`src/rtl/bcd_timer_pkg.sv`:
```
// rtl/bcd_timer_pkg.sv - shared widths, limit constants and direction enum for the BCD timer chain
package bcd_timer_pkg;

  localparam int BCD_W = 4;
  localparam logic [BCD_W-1:0] BCD_MAX = 4'd9;

  localparam logic [BCD_W-1:0] LIMIT_SEC_ONES = 4'd9;
  localparam logic [BCD_W-1:0] LIMIT_SEC_TENS = 4'd5;
  localparam logic [BCD_W-1:0] LIMIT_HR_ONES  = 4'd9;

  typedef enum logic {
    DIR_DOWN = 1'b0,
    DIR_UP   = 1'b1
  } dir_e;

endpackage

```
`src/rtl/bcd_digit_cell.sv`:
```
// rtl/bcd_digit_cell.sv - one BCD digit register with its own rollover limit
module bcd_digit_cell
  import bcd_timer_pkg::*;
(
  input  logic             clk,
  input  logic             rst_n,
  input  logic             step_i,
  input  logic             dir_i,
  input  logic [BCD_W-1:0] limit_i,
  input  logic             load_i,
  input  logic [BCD_W-1:0] load_val_i,
  input  logic             restart_i,
  input  logic [BCD_W-1:0] start_val_i,
  output logic [BCD_W-1:0] q_o,
  output logic             terminal_o
);

  logic [BCD_W-1:0] q_q, q_d;

  // Up-terminal uses >= so an over-limit loaded digit wraps on its next step.
  assign terminal_o = (dir_e'(dir_i) == DIR_UP) ? (q_q >= limit_i) : (q_q == '0);
  assign q_o        = q_q;

  always_comb begin
    q_d = q_q;
    if (load_i) begin
      q_d = load_val_i;
    end else if (restart_i) begin
      q_d = start_val_i;
    end else if (step_i) begin
      if (dir_e'(dir_i) == DIR_UP) begin
        q_d = terminal_o ? '0 : q_q + 4'd1;
      end else begin
        q_d = terminal_o ? limit_i : q_q - 4'd1;
      end
    end
  end

  always_ff @(posedge clk or negedge rst_n) begin
    if (!rst_n) begin
      q_q <= '0;
    end else begin
      q_q <= q_d;
    end
  end

endmodule

```
`src/rtl/bcd_timer_chain.sv`:
```
// rtl/bcd_timer_chain.sv - cascaded multi-digit BCD up/down timer with load, restart and stop-at-zero
// Optional tick prescaler enabled by defining BCD_TIMER_PRESCALE_EN.
module bcd_timer_chain
  import bcd_timer_pkg::*;
#(
  parameter int NUM_DIGITS   = 4,
  parameter int STOP_AT_ZERO = 1,
  parameter int PRESCALE_DIV = 100
) (
  input  logic                        clk,
  input  logic                        rst_n,
  input  logic                        count_en,
  input  logic                        dir,
  input  logic                        load_en,
  input  logic [BCD_W*NUM_DIGITS-1:0] load_value,
  input  logic                        restart,
  input  logic [BCD_W*NUM_DIGITS-1:0] start_value,
  input  logic [BCD_W*NUM_DIGITS-1:0] digit_limit,
  output logic [BCD_W*NUM_DIGITS-1:0] q,
  output logic                        carry_out,
  output logic                        zero,
  output logic                        running
);

  if (PRESCALE_DIV < 2) begin : g_bad_div
    $error("PRESCALE_DIV must be >= 2");
  end

  logic [NUM_DIGITS-1:0] term;
  logic [NUM_DIGITS-1:0] step_en;
  logic held, accept, tick, step;
  logic carry_q, carry_d, running_q, running_d;

  assign zero   = (q == '0);
  assign held   = (STOP_AT_ZERO != 0) && (dir_e'(dir) == DIR_DOWN) && zero;
  assign accept = count_en && !load_en && !restart && !held;

`ifdef BCD_TIMER_PRESCALE_EN
  localparam int PW = $clog2(PRESCALE_DIV);
  logic [PW-1:0] pre_q, pre_d;

  assign tick = (pre_q == PW'(PRESCALE_DIV - 1));

  always_comb begin
    pre_d = pre_q;
    if (load_en || restart) begin
      pre_d = '0;
    end else if (count_en) begin
      pre_d = tick ? '0 : pre_q + 1'b1;
    end
  end

  always_ff @(posedge clk or negedge rst_n) begin
    if (!rst_n) begin
      pre_q <= '0;
    end else begin
      pre_q <= pre_d;
    end
  end
`else
  assign tick = 1'b1;
`endif

  assign step = accept && tick;

  // Only the enable links digits: digit i steps when all lower digits are terminal.
  always_comb begin
    step_en = '0;
    step_en[0] = step;
    for (int i = 1; i < NUM_DIGITS; i++) begin
      step_en[i] = step_en[i-1] && term[i-1];
    end
  end

  assign carry_d   = step && (&term);
  assign running_d = accept;

  for (genvar i = 0; i < NUM_DIGITS; i++) begin : g_digit
    bcd_digit_cell u_cell (
      .clk         (clk),
      .rst_n       (rst_n),
      .step_i      (step_en[i]),
      .dir_i       (dir),
      .limit_i     (digit_limit[BCD_W*i +: BCD_W]),
      .load_i      (load_en),
      .load_val_i  (load_value[BCD_W*i +: BCD_W]),
      .restart_i   (restart),
      .start_val_i (start_value[BCD_W*i +: BCD_W]),
      .q_o         (q[BCD_W*i +: BCD_W]),
      .terminal_o  (term[i])
    );
  end

  always_ff @(posedge clk or negedge rst_n) begin
    if (!rst_n) begin
      carry_q   <= 1'b0;
      running_q <= 1'b0;
    end else begin
      carry_q   <= carry_d;
      running_q <= running_d;
    end
  end

  assign carry_out = carry_q;
  assign running   = running_q;

endmodule
```
`config.mk`:
```
export PLATFORM = sky130hd
export DESIGN_NAME = bcd_timer_chain
export DESIGN_NICKNAME = d
export VERILOG_FILES = /design/src/rtl/bcd_timer_pkg.sv /design/src/rtl/bcd_digit_cell.sv /design/src/rtl/bcd_timer_chain.sv
export SDC_FILE = /design/constraint.sdc
export NUM_CORES = 1
export LEC_CHECK = 0
export BUFFER_PORTS_ARGS = -buffer_cell sky130_fd_sc_hd__buf_2
export CORE_MARGIN = 1
export CORE_UTILIZATION = 50
export DETAILED_ROUTE_END_ITERATION = 6
export HOLD_SLACK_MARGIN = 0.02
export PLACE_DENSITY = 0.88
export SYNTH_ARGS = -nofsm -noshare
export SYNTH_HDL_FRONTEND = slang
export SYNTH_SLANG_ARGS = --single-unit
```
`constraint.sdc`:
```
create_clock -name clk -period 4.75 [get_ports clk]
set_clock_uncertainty 0.1 [all_clocks]
set_input_delay 0.2375 -clock clk [delete_from_list [all_inputs] [get_ports clk]]
set_output_delay 0.2375 -clock clk [all_outputs]
set_load 0.02 [all_outputs]
```
Yosys cells after proc, flatten, opt, wreduce, memory -nomap -nowiden
Cells that the tools add are included.
{"block": "op_classes", "add_sub_neg": 8, "mul": 0, "div": 0, "order_cmp": 4, "n_eq_ne": 0, "shifts": 0, "mux": 28, "n_bitwise": 1, "n_reduce_logical": 21}
{"cell": "2-to-1 mux 4 bit", "n": 24}
{"cell": "adder 4 x 1 -> 4 bit (second input constant)", "n": 4}
{"cell": "greater-or-equal comparator 4 bit", "n": 4}
{"cell": "zero test 16 bit", "n": 1}
{"cell": "zero test 4 bit", "n": 4}
{"cell": "subtractor 4 x 1 -> 4 bit (second input constant)", "n": 4}
{"cell": "nonzero test 3 bit", "n": 4}
{"cell": "logical AND 1 bit", "n": 8}
{"cell": "2-to-1 mux 1 bit", "n": 4}
{"cell": "AND reduction 4 bit", "n": 1}
{"cell": "zero test 1 bit", "n": 3}
{"cell": "inverter 1 bit", "n": 1}
{"block": "word_totals", "ff_bits": 18, "latchBits": 0, "ram_bits": 0, "rom_bits": 0, "in_bits": 54, "output_inout_bits": 19, "elab_cells": 68, "memories": 0}

Logic depth before layout (Yosys ltp)
{"block": "logic_depth", "ltp_word": 10, "mapped_depth": 9, "depth_no_buf": 7}

Hierarchy
A second synthesis with hierarchy kept.
{"block": "hier_totals", "cells_unflattened": 304, "area_unflattened_um2": 2283.4}
{"module": "bcd_digit_cell", "instances": 4, "cells_per_inst": 71, "area_per_inst_um2": 529.3, "seq_area_each_um2": 100.1}
{"module": "bcd_timer_chain", "instances": 1, "cells_per_inst": 20, "area_per_inst_um2": 166.4, "seq_area_each_um2": 50.0}

Worst setup path before layout
OpenSTA, ideal clock, no wires.
{"block": "synth_path", "kind": "reg2reg", "from": "register g_digit[1].u_cell.q_q[0]", "to": "register g_digit[3].u_cell.q_q[1]", "setup_time_ns": 0.128, "arrival_time_ns": 2.553, "required_time_ns": 4.522, "path_slack_ns": 1.969, "stages_incl_launch_ff": 9, "n_path_buf": 1, "synth_period_minus_slack_ns": 2.781, "path_cell_list": "dfrtp_1 -> inv_1 -> ha_1 -> or3b_1 -> buf_6 -> o41ai_4 -> nor3_2 -> a31oi_4 -> mux2_1"}
{"block": "synth_via", "elab_chain_cells": 8, "word_cells_on_any_way": 11, "classes_between": "order compare: 1; mux: 1; reduce/logical: 9"}
{"element": "from (decl)", "line": "bcd_digit_cell.sv:18", "text": "logic [BCD_W-1:0] q_q, q_d;"}
{"element": "from (signal assigned)", "line": "bcd_digit_cell.sv:43", "text": "q_q <= q_d;"}
{"element": "zero test 16 bit", "line": "bcd_timer_chain.sv:34", "text": "assign zero = (q == '0);"}
{"element": "logical AND 1 bit", "line": "bcd_timer_chain.sv:35", "text": "assign held = (STOP_AT_ZERO != 0) && (dir_e'(dir) == DIR_DOWN) && zero;"}
{"element": "zero test 1 bit", "line": "bcd_timer_chain.sv:36", "text": "assign accept = count_en && !load_en && !restart && !held;"}
{"element": "logical AND 1 bit", "line": "bcd_timer_chain.sv:36"}
{"element": "logical AND 1 bit", "line": "bcd_timer_chain.sv:71", "text": "step_en[i] = step_en[i-1] && term[i-1];"}
{"element": "logical AND 1 bit * (2 in a row)", "line": "bcd_timer_chain.sv:71"}
{"element": "nonzero test 3 bit (no line) *"}
{"element": "to (signal assigned)", "line": "bcd_digit_cell.sv:43"}
{"element": "to (decl)", "line": "bcd_digit_cell.sv:18"}
Every way passes the cells marked *; elsewhere a longest branch is shown, timed or not.
A chain may end at the register's enable or synchronous reset.

Worst setup path after layout
{"block": "layout_path", "from": "register g_digit[1].u_cell.q_q[0]", "to": "register g_digit[2].u_cell.q_q[1]"}
{"block": "layout_via", "elab_chain_cells": 7, "word_cells_on_any_way": 10, "classes_between": "order compare: 1; mux: 1; reduce/logical: 8"}
{"element": "zero test 16 bit", "line": "bcd_timer_chain.sv:34"}
{"element": "logical AND 1 bit", "line": "bcd_timer_chain.sv:35"}
{"element": "zero test 1 bit", "line": "bcd_timer_chain.sv:36"}
{"element": "logical AND 1 bit", "line": "bcd_timer_chain.sv:36"}
{"element": "logical AND 1 bit", "line": "bcd_timer_chain.sv:71"}
{"element": "logical AND 1 bit *", "line": "bcd_timer_chain.sv:71"}
{"element": "nonzero test 3 bit (no line) *"}
{"element": "to (signal assigned)", "line": "bcd_digit_cell.sv:43"}
{"element": "to (decl)", "line": "bcd_digit_cell.sv:18"}
Marks and branches as above.

==> impl_metrics.yaml <==
yosys:
  syn_inst: 268
  ys_seq_elements: 18
  synthesis.area_sq_mm: 0.00224
  synth_edf_count: 0
  ys_types: 55
  yosys_warnings: 0
  seq_area_frac_synth_pct: 20.1
  ys_top_cells_by_area: "dfrtp_1 (20%), ha_1 (15%), inv_1 (4.2%)"
  avgSynthCellArea_sq_um: 8.37
  ys_async_sr_fraction_pct: 100
  syn_nets: 349
  yosys.area.top_type_share_pct: 20.1
  ys.flop_type: "dfrtp_1"
  netlist.top_cell.by_area: "dfrtp_1"
finish:
  regArea_sq_um: 450
  utilization_pct: 63.8
  final_net_count: 411
  nFillCells: 357
  drive_gt1_share_pct: 26.4
  diodes: 0
  multi_input_area_sq_mm: 0.00161
  area_growth_pct: 18.0
cts:
  cts_setup_buffers: 0
  numCtsBuffers: 3
  post_cts_resized: 0
  clock_sinks: 18
  clock_latency_ps: 260
  cts_tree: "done"
  hold_buffers: 1
  cts_root_buf: "clkbuf_8"
  clk_pin_slew_ps: 80
  clockBufferDepth: 2
  htreeDepth: 1
power:
  p_leak_nw: 1.27
  ir_drop_v: 0.000166
  power.density_mw_per_mm2: 256
worst_setup_path:
  crit_path_start_kind: "flop"
  cp.arrival_ps: 3110
  critPathCaptureType: "flop"
  critPathMaxFanout: 10
  crit_required_ps: 4810
  crit_type: "reg -> reg"
sta:
  finalSetupTns_ps: 0
  relSlewSlack_pct: 37.5
  fin_crit_ps: 3060
  slew_violations: 0
  grt_setup_unrepaired: "no"
  setup_viol: 0
  fmax_mhz: 327
  hold_viol_final: 0
  tightest_slew_ps: 934
  period_share_pct: 64.3
die:
  core_area_sq_mm: 0.00414
  initial_core_util_pct: 54.1
  die_y_microns: 69.0
  die_area_sq_mm: 0.00476
  ioPinCount: 73
  die_w_microns: 69.0
  rows: 23
detailed_routing:
  drt_iter0_drc: 157
  drc_errors: 0
  wirelength_mm: 6.41
  vias_per_cell: 6.13
  via_count: 2324
  ant_nets: 0
  wire_per_inst_microns: 16.9
  first_pass_iters: 4
status:
  outcome: "complete, no violations"
grt:
  grt_max_degree: 21
  grt_pass1_vias: 2239
  gr-total-overflow: 0
  antenna_found_initial: 0
  grt_first_pass_wirelength_mm: 10.2
  grt_usage_pct: 28.9
job:
  cap_violations: 0
placed_design:
  post-dp-hpwl_mm: 4.81
  port-buffer-count: 72
  gp_congestion: 0.949
worst_hold_path:
  hp-class: "in -> reg"
## where the power goes
part | internal (mW) | switching (mW) | total, mW
registers | 0.173 | 0.0444 | 0.217
clock network | 0.0739 | 0.0605 | 0.134
logic | 0.142 | 0.183 | 0.325
total | 0.388 | 0.288 | 0.676
## critical path, cell delays in order (launching register included)
cell	delay [ps]
dfrtp_1	450
inv_1	160
ha_1	220
or3b_1	500
o41ai_4	650
or3_1	420
o21ai_2	110
mux2_4	340
## per-stage QoR
| step | power [mW] | instance area, sq um | hold slack (ps) | std cells | setup slack, ps |
|---|---|---|---|---|---|
| after CTS | 0.675 | 2650 | 121 | 379 | 1730 |
| after global placement | 0.527 | 2580 | 93.9 | 374 | 1870 |
| after detailed placement | 0.539 | 2580 | 106 | 374 | 1760 |
| after floorplan | 0.445 | 2240 | -158 | 268 | 1970 |
| final | 0.676 | 2650 | 128 | 379 | 1690 |
| after global routing | 0.724 | 2650 | 131 | 379 | 1550 |
## synth_stat cells, types with 2 or more instances
library cell	number
o21ai_0	7
mux2_4	3
nand2b_1	2
o311ai_0	3
a211oi_1	5
or2_2	2
dfrtp_1	18
nand3_1	10
or3b_1	3
mux2_1	2
nor2b_1	2
buf_2	2
o211ai_1	12
nor3b_1	7
a21oi_1	16
o211a_1	3
nor2_1	12
xor2_1	3
a22oi_1	3
o31ai_1	4
a311oi_1	2
mux2i_1	5
or3_1	2
clkbuf_1	11
a21o_1	3
inv_1	25
a31oi_1	4
buf_6	3
nor3_1	6
nor4_1	4
ha_1	27
o22ai_1	9
a221oi_1	5
xnor2_1	10
nand2_1	13
## state kept, by name (all words and copies together) (netlist names)
| signal | cells |
|---|---|
| running | 1 |
| g_digit.u_cell.q_o | 16 |
| carry_out | 1 |
## layer usage
metal	part of all wire [%]	up-vias	GRT usage, %
met5	0	-	0
met4	2.2	0	13.8
met3	6.5	14	4.77
met2	48	101	47.5
met1	44	1079	36.5
li1	-	1130	-
## worst paths after layout
kind                                                      startpoint                                   end  slack (ps)  cells after the start
worst max-delay path            g_digit[1].u_cell.q_o[0]$_DFFE_PN0P_  g_digit[2].u_cell.q_o[1]$_DFFE_PN0P_        1690                      7
worst min-delay path                                  start_value[1]  g_digit[0].u_cell.q_o[1]$_DFFE_PN0P_         130                      3
worst max register to register  g_digit[1].u_cell.q_o[0]$_DFFE_PN0P_  g_digit[2].u_cell.q_o[1]$_DFFE_PN0P_        1690                      7
worst min register to register  g_digit[1].u_cell.q_o[0]$_DFFE_PN0P_  g_digit[1].u_cell.q_o[0]$_DFFE_PN0P_         550                      2
max in group asynchronous                                      rst_n  g_digit[3].u_cell.q_o[2]$_DFFE_PN0P_        3890                      2
min in group asynchronous                                      rst_n  g_digit[0].u_cell.q_o[3]$_DFFE_PN0P_         350                      2
## cell usage in the layout, fill, tap and decap left out, drive strengths merged, types with 3 or more instances in the layout
| cell | instances |
|---|---|
| a22oi | 3 |
| ha | 27 |
| a221oi | 5 |
| o311ai | 3 |
| nand3 | 10 |
| o21ai | 9 |
| o211a | 3 |
| o31ai | 4 |
| a21oi | 16 |
| nor3b | 7 |
| nand2 | 14 |
| a211oi | 5 |
| dfrtp | 18 |
| xnor2 | 10 |
| a21o | 3 |
| mux2 | 5 |
| xor2 | 3 |
| nor4 | 4 |
| o211ai | 12 |
| or3b | 3 |
| inv | 25 |
| nor2 | 12 |
| nor3 | 7 |
| o22ai | 9 |
| mux2i | 5 |
| a31oi | 5 |
| clkbuf | 4 |
| buf | 72 |
## kinds of logic (layout without fill, tap and decap cells)
| kind of cell | count (synthesis) | after routing | synth area share, % |
|---|---|---|---|
| AO/OA/AOI/OAI | 90 | 90 | 29.8 |
| AND/OR/NAND/NOR | 68 | 68 | 16.6 |
| buffers and inverters | 42 | 103 | 8.15 |
| adder cells (fa/ha/maj) | 27 | 27 | 15.1 |
| flip-flops | 18 | 18 | 20.1 |
| XOR/XNOR | 13 | 13 | 5.08 |
| multiplexers | 10 | 10 | 5.25 |
## cell type report
type | instances | share of cell area (%)
repair buffers | 73 | 14.0
multi-input cells | 208 | 60.8
clock buffers | 4 | 2.08
well taps | 50 | 2.37
inverters | 26 | 3.69
flip-flops and latches | 18 | 17.0
Power figures use the tool's default switching activity.
